### src/rtl/alu_pipe_param.sv
// alu_pipe_param: single-clock 4-stage pipelined ALU with a register bank,
// a data memory, full operand forwarding and a synchronous read-back port.
// Stage flow: operand select -> S1 (operands) -> S2 (result, zout)
// -> regbank write from S2 -> S3 -> optional memory store from S3.
module alu_pipe_param #(
  parameter int DATA_W = 16,
  parameter int REG_AW = 4,
  parameter int MEM_AW = 8
) (
  input  logic              clk,
  input  logic              rst,
  input  logic              in_valid,
  input  logic [REG_AW-1:0] rs1,
  input  logic [REG_AW-1:0] rs2,
  input  logic [REG_AW-1:0] rd,
  input  logic [3:0]        func,
  input  logic [MEM_AW-1:0] addr,
  input  logic              st_en,
  output logic [DATA_W-1:0] zout,
  output logic              out_valid,
  input  logic [MEM_AW-1:0] mem_raddr,
  output logic [DATA_W-1:0] mem_rdata
);

  localparam int NREG = 2 ** REG_AW;
  localparam int NMEM = 2 ** MEM_AW;

  typedef enum logic [3:0] {
    OP_ADD   = 4'd0,
    OP_SUB   = 4'd1,
    OP_MUL   = 4'd2,
    OP_PASSA = 4'd3,
    OP_PASSB = 4'd4,
    OP_AND   = 4'd5,
    OP_OR    = 4'd6,
    OP_XOR   = 4'd7,
    OP_NAND  = 4'd8,
    OP_NOR   = 4'd9,
    OP_XNOR  = 4'd10,
    OP_NOTA  = 4'd11,
    OP_SHR   = 4'd12,
    OP_SHL   = 4'd13,
    OP_ZERO0 = 4'd14,
    OP_ZERO1 = 4'd15
  } op_t;

  // Architectural state
  logic [DATA_W-1:0] regbank [NREG];
  logic [DATA_W-1:0] mem     [NMEM];

  // Stage 1: operands and control of the instruction being executed
  logic [DATA_W-1:0] s1_a;
  logic [DATA_W-1:0] s1_b;
  logic [REG_AW-1:0] s1_rd;
  op_t               s1_func;
  logic [MEM_AW-1:0] s1_addr;
  logic              s1_st;
  logic              s1_v;

  // Stage 2: result waiting for the register-bank write
  logic [DATA_W-1:0] s2_z;
  logic [REG_AW-1:0] s2_rd;
  logic [MEM_AW-1:0] s2_addr;
  logic              s2_st;
  logic              s2_v;

  // Stage 3: result waiting for the optional memory store
  logic [DATA_W-1:0] s3_z;
  logic [MEM_AW-1:0] s3_addr;
  logic              s3_st;
  logic              s3_v;

  logic [DATA_W-1:0] alu_z;
  logic [DATA_W-1:0] op_a;
  logic [DATA_W-1:0] op_b;

  // ALU on the S1 operands; unused codes produce zero
  always_comb begin
    alu_z = '0;
    case (s1_func)
      OP_ADD:   alu_z = s1_a + s1_b;
      OP_SUB:   alu_z = s1_a - s1_b;
      OP_MUL:   alu_z = s1_a * s1_b;
      OP_PASSA: alu_z = s1_a;
      OP_PASSB: alu_z = s1_b;
      OP_AND:   alu_z = s1_a & s1_b;
      OP_OR:    alu_z = s1_a | s1_b;
      OP_XOR:   alu_z = s1_a ^ s1_b;
      OP_NAND:  alu_z = ~(s1_a & s1_b);
      OP_NOR:   alu_z = ~(s1_a | s1_b);
      OP_XNOR:  alu_z = ~(s1_a ^ s1_b);
      OP_NOTA:  alu_z = ~s1_a;
      OP_SHR:   alu_z = s1_a >> 1;
      OP_SHL:   alu_z = s1_a << 1;
      default:  alu_z = '0;
    endcase
  end

  // Operand select: youngest in-flight producer wins, then S2, then the bank
  always_comb begin
    op_a = regbank[rs1];
    op_b = regbank[rs2];
    if (s1_v && (s1_rd == rs1)) begin
      op_a = alu_z;
    end else if (s2_v && (s2_rd == rs1)) begin
      op_a = s2_z;
    end
    if (s1_v && (s1_rd == rs2)) begin
      op_b = alu_z;
    end else if (s2_v && (s2_rd == rs2)) begin
      op_b = s2_z;
    end
  end

  // Valid bits and the visible result; reset drops everything in flight
  always_ff @(posedge clk) begin
    if (rst) begin
      s1_v <= 1'b0;
      s2_v <= 1'b0;
      s3_v <= 1'b0;
      s2_z <= '0;
    end else begin
      s1_v <= in_valid;
      s2_v <= s1_v;
      s3_v <= s2_v;
      if (s1_v) begin
        s2_z <= alu_z;
      end
    end
  end

  // Data and control fields that travel alongside the valid bits
  always_ff @(posedge clk) begin
    s1_a    <= op_a;
    s1_b    <= op_b;
    s1_rd   <= rd;
    s1_func <= op_t'(func);
    s1_addr <= addr;
    s1_st   <= st_en;
    s2_rd   <= s1_rd;
    s2_addr <= s1_addr;
    s2_st   <= s1_st;
    s3_z    <= s2_z;
    s3_addr <= s2_addr;
    s3_st   <= s2_st;
  end

  // Register bank: reset loads each entry with its own index, S2 writes back
  always_ff @(posedge clk) begin
    if (rst) begin
      for (int k = 0; k < NREG; k++) begin
        regbank[k] <= DATA_W'(k);
      end
    end else if (s2_v) begin
      regbank[s2_rd] <= s2_z;
    end
  end

  // Data memory store from S3; contents survive reset but no store happens during it
  always_ff @(posedge clk) begin
    if (s3_v && s3_st && !rst) begin
      mem[s3_addr] <= s3_z;
    end
  end

  // Read-back port, one cycle latency, returns old data on a same-edge write
  always_ff @(posedge clk) begin
    if (rst) begin
      mem_rdata <= '0;
    end else begin
      mem_rdata <= mem[mem_raddr];
    end
  end

  assign zout      = s2_z;
  assign out_valid = s2_v;

endmodule

### config.mk
export PLATFORM = sky130hd
export DESIGN_NAME = alu_pipe_param
export DESIGN_NICKNAME = d
export VERILOG_FILES = /design/src/rtl/alu_pipe_param.sv
export SDC_FILE = /design/constraint.sdc
export NUM_CORES = 2
export LEC_CHECK = 0
export ABC_CLOCK_PERIOD_IN_PS = 12300
export BUFFER_PORTS_ARGS = -buffer_cell sky130_fd_sc_hd__buf_2
export CELL_PAD_IN_SITES_DETAIL_PLACEMENT = 1
export CELL_PAD_IN_SITES_GLOBAL_PLACEMENT = 1
export CORE_MARGIN = 4
export CORE_UTILIZATION = 40
export DETAILED_ROUTE_END_ITERATION = 8
export HOLD_SLACK_MARGIN = 0.08
export PLACE_DENSITY = 0.66
export SKIP_LAST_GASP = 1
export SYNTH_ARGS = -nofsm -noshare
export SYNTH_HDL_FRONTEND = slang
export SYNTH_MEMORY_MAX_BITS = 65536
export SYNTH_SLANG_ARGS = --single-unit
### constraint.sdc
create_clock -name clk -period 12.3 [get_ports clk]
set_input_delay 0 -clock clk [delete_from_list [all_inputs] [get_ports clk]]
set_output_delay 0 -clock clk [all_outputs]
set_load 0.02 [all_outputs]
# == After elaboration in Yosys (flattened, before gate mapping) ==
# Memories as Yosys holds them, arrays and structs flattened. A register that Yosys moved wholly into a read port is not among the register bits.
# Index checks and enable logic that the tools add are counted.
# word_totals
reg_bits,106
ram_bits,4352
in_bits,36
word_cells,69
memories,2
# memory_table
name,depth,word_bits,rd,rd_clocked_by_memory_dff,wr,line_no,rtl
mem,256,16,1,1,1,49,logic [DATA_W-1:0] mem [NMEM];
regbank,16,16,2,0,16,48,logic [DATA_W-1:0] regbank [NREG];
# op_classes
addsub,2
n_mul,1
eq_ne,17
n_mux,15
bitwise,7
reduce_logical,9
# op_table
cell,n
case mux 16 bit (14 select lines),1
2-to-1 mux 16 bit,5
inverter 16 bit,4
"equality test 4 bit, second input constant",6
adder 16 bit,1
AND 16 bit,1
"equality test 4 x 3 -> 1 bit, second input constant",4
equality test 4 bit,4
multiplier 16 x 16 -> 16 bit,1
OR 16 bit,1
OR reduction 16 bit,1
subtractor 16 bit,1
XOR 16 bit,1
"equality test 4 x 2 -> 1 bit, second input constant",2
2-to-1 mux 1 bit,8
logical AND 1 bit,6
"equality test 4 x 1 -> 1 bit, second input constant",1
logical NOT 4 bit,1
2-to-1 mux 4 bit,1
logical NOT 1 bit,1

# == Longest topological paths before layout ==
# depth
word_depth,5
mapped_depth,24
mapped_depth_nobuf,23

# == Worst setup path before layout ==
# OpenSTA, ideal clock, no wires.
# synth_timing
path_type,reg-to-reg
from,register s1_b[2]
to,register s1_a[14]
arrival_ns,5.702
required_ns,12.186
setup_slack_ns,6.484
stages_incl_launch_ff,20
n_path_buf,1
period_less_slack_ns,5.816
path_cell_list,dfxtp_1 clkbuf_1 clkinv_1 nor2_1 fa_1 fa_1 ha_1 fa_1 inv_1 fa_1 fa_1 inv_1 ha_1 or3_1 or2_2 a311o_1 a31oi_1 mux2i_1 a211o_1 a21o_1
# synth_between
elab_chain_cells,3
word_cells_on_any_way,5
# synth_rtl
element,line_no,rtl
"start, declared",53,logic [DATA_W-1:0] s1_b;
"start signal, assigned",135,s1_b <= op_b;
multiplier 16 x 16 -> 16 bit (tied with other cells),83,OP_MUL: alu_z = s1_a * s1_b;
case mux 16 bit (14 select lines) *,80,case (s1_func)
2-to-1 mux 16 bit *,103,if (s1_v && (s1_rd == rs1)) begin
named net op_a[14],74,logic [DATA_W-1:0] op_a;
"end signal, assigned",134,s1_a <= op_a;
"end, declared",52,logic [DATA_W-1:0] s1_a;
# The timed path passes the listed nets; every way through them passes the cells marked *.
# A chain may end at the register's enable or synchronous reset.

# == Worst setup path in the final report ==
# layout_timing
from,register s1_b[1]
to,register s1_a[14]
# Same word-level chain as after synthesis.

==> impl_results.md <==
* Slew HR at 0.106
* Fin cells at 15.0k
* Cells after Synth at 8248
* Placed inst area at about 190000 um2
* Total track usage at 0.210
* Clk pin slew, worst setup/hold paths at approximately 60 ps
* Clk network pwr share at 0.381
* Initial antenna violation count at 26
* Slew of the pin with the lowest slew margin at roughly 1300 ps
* Drt wl/cell at around 32 um
* Post-synthesis mux area share at 0.190
* Final WL at slightly below 500 mm
* GRT overflow at 0
* Vias in the first global route at about 93k
* Multi-input gate area at around 45000 um2
* Synth Area in XOR/XNOR at 0.00362
* Layout net count at 8917
* HP Start: rs1[2]
* Hpwl dp at roughly 290 mm
* Synth Area in Compound Gates at 0.0104
* Die area at 462000 um2
* Reg power frac at 0.496
* Leading area contributor after synthesis: edfxtp_1
* Leakage at 64.9 nW
* Comb pwr share at 0.124
* EDFF count, synth at ~4.4k
* Worst Hold Class: in2reg
* Switching share of power at 0.251
* Final hold vios at 0
* Most frequent cells in the layout: edfxtp_1, mux4_2, clkbuf_16
* Clock Latency Late Sink at 990 ps
* Final setup fails at 0
* Crit Path Max Fanout at 11
* Unrepaired setup endpoints after global routing: false
* Number of setup buffers added after CTS at 0
* R2r endpoint: s1_a[14]
* Final clock skew at around 53 ps
* Synth top area cells: edfxtp_1, mux4_2, dfxtp_1, fa_1, nor2_1
* Routability Congestion at a little over 0.8
* Design area at 204000 um2
* Outcome: complete, no violations
* DR vias at approximately 90k
* CTS Buffer Depth at 4
* Synth Area in Adders at 0.0157
* Most common cell after layout, fill and taps aside: edfxtp_1
* Internal power at 26.0 mW
* Layout filler cell count at around 41k
* Die W at slightly below 700 um
* DR pass1 iterations at 5
* Max-slew violations at 0
* Vias/cell at 5.86
* Hold path endpoint: s1_a[12]
* CTS Root Buffer Type: clkbuf_16
* Initial core utilization at 0.402
* Sw Pwr at 8.70 mW
* Placed Cells at approximately 14k
* H-tree depth at 5
* Crit. End Element: register
* DR iter-0 viols at between 10k and 15k
* Async SR Flop Fraction at 0
* Cell depth of the worst hold path at 5
* R2R setup slack at between 5000 and 6000 ps
* Tmin final at approximately 6900 ps
* Main combinational cell family by area after synthesis: multiplexers
* Met3 Use GR at 0.0308
* Min Hold Slack at 133 ps
* FF-to-FF path depth at 18
* # rows at roughly 250
* Max-Cap Viols at 0
* Worst Setup Start Kind: register
* Largest net degree at the start of global routing at roughly 190
* CORE AREA at 449000 um2
* Layout cell share with drive strength beyond 1 at 0.295
* Yosys top cell area share at 0.724
* Power Dens Cells at roughly 170 nW/um2
* Total area of sequential cells at around 130000 um2
* Yosys reg bits at 4474
* CTS tree: yes
* Average size of a mapped cell at approximately 22 um2
* Pwr Total at between 30 and 40 mW
* Fin Setup TNS at 0 ps
* Critical path data arrival time at slightly below 8000 ps
* Most used DFF post-synth: edfxtp_1
* CTS sink count at approximately 4.5k
* DR DRC count at 0
* Worst vdd ir at 0.139 mV
* Synthesis Warnings at 0
* First-pass GRT wire length at a little over 700 mm
* Post-DRT Antenna Nets at 0
* GR Util met1 at 0.300
* Met2 usage at 0.338
* Worst r2r src: s1_b[1]
* PortBufs at between 60 and 70
* Layer with the highest usage: met2
* Simple-gate share of the synthesized area at 0.0270
* Chip height at between 600 and 700 um
* Max Clock Freq at 0.145 GHz
* I/O Pins at between 60 and 70
* Crit Path Category: reg2reg
* Count of cell types in the netlist at between 60 and 70
* Worst EP required at between 10000 and 15000 ps
* Post-Syn Nets at 8463
* Synth Cell Area at 180000 um2
* Area Overhead vs Synth at 13.2%
* Seq/Total Area, Yosys at 0.738
* Total CTS buffers at 444
* Tcrit/Tclk final at 0.559
[kinds of logic after synthesis]
family | Yosys count
AO/OA/AOI/OAI | 287
XOR/XNOR | 73
adder cells (fa/ha/maj) | 179
buffers and inverters | 663
flip-flops | 4474
multiplexers | 1543
AND/OR/NAND/NOR | 1029
[power groups by stage]
| stage | logic, mW | registers, mW | clock network, mW |
|---|---|---|---|
| after floorplan | 2.62 | 17.6 | 0 |
| after global placement | 4.19 | 17.5 | 0 |
| after detailed placement | 4.26 | 17.5 | 0 |
| after CTS | 4.30 | 17.2 | 13.4 |
| after global routing | 4.68 | 17.2 | 14.1 |
| final | 4.29 | 17.2 | 13.2 |
[sequential cells by signal, summed over array words and instances (netlist names), 4 cells and up]
name and cells:
s1_rd 4, s3_addr 8, s2_rd 4, s1_func 4
s1_a 16, mem_rdata 16, zout 16, mem 4096
regbank 256, s1_addr 8, s1_b 16, s2_addr 8
s3_z 16
[critical path, cell delays in order, from the launching register on]
cell and delay [ps]:
dfxtp_1 700, clkinv_1 620, nor2_1 320, fa_1 460
fa_1 490, ha_1 210, fa_1 480, inv_1 50
fa_1 490, fa_1 510, inv_1 60, ha_1 200
or3_1 450, or2_2 300, a311o_1 390, a31oi_1 220
mux2i_1 480, a211o_1 270, a21o_1 140
[what timing repair did]
action	CTS	global route
setup endpoints to repair	0	0
endpoints found under the hold margin	74	0
resized for setup	0	0
hold buffers	53	0
[metal layers]
| layer | part of all wire | up-vias | wire, um |
|---|---|---|---|
| met5 | 0.00014 | - | 69 |
| li1 | - | 35200 | - |
| met1 | 0.41 | 48400 | 202000 |
| met2 | 0.48 | 3653 | 236000 |
| met3 | 0.071 | 753 | 34500 |
| met4 | 0.031 | 10 | 14900 |
[final cells by class]
| cell class | count | area share |
|---|---|---|
| antenna | 21 | 0.000257 |
| clock buffer | 561 | 0.0572 |
| clock inverter | 255 | 0.0117 |
| inverter | 166 | 0.00305 |
| multi-input combinational | 3111 | 0.219 |
| sequential | 4474 | 0.652 |
| tap | 5952 | 0.0365 |
| timing repair buffer | 505 | 0.0195 |
[cell usage after synthesis (40+ instances only)]
cell type and instances:
a21oi_1 65, buf_2 79, dfxtp_1 122, edfxtp_1 4352, nor2_1 425, mux4_2 1508
ha_1 99, inv_1 157, xnor2_1 56, and2_1 226, nor2b_1 40, buf_1 68
fa_1 80, nand3_1 63, nand2_1 157, clkbuf_1 323, o21ai_0 65
[per-stage QoR]
stage / util / setup slack (ps)
floorplan: - / 6480
global placement: 0.422 / 5450
detailed placement: 0.422 / 5460
CTS: 0.455 / 5460
global route: 0.455 / 5140
finish: 0.455 / 5420
[worst max-delay path by stage]
stage / start / to / slack (ps) / cells past startpoint
after floorplan: s1_b[2] / s1_a[14] / 6480 / 19
after global placement: s1_b[2] / s1_a[12] / 5450 / 18
after detailed placement: s1_b[1] / s1_a[14] / 5460 / 18
after CTS: s1_b[1] / s1_a[14] / 5460 / 18
after global routing: s1_b[1] / s1_a[14] / 5140 / 18
final: s1_b[1] / s1_a[14] / 5420 / 18
Note: power is estimated with default switching activity, not from simulation.
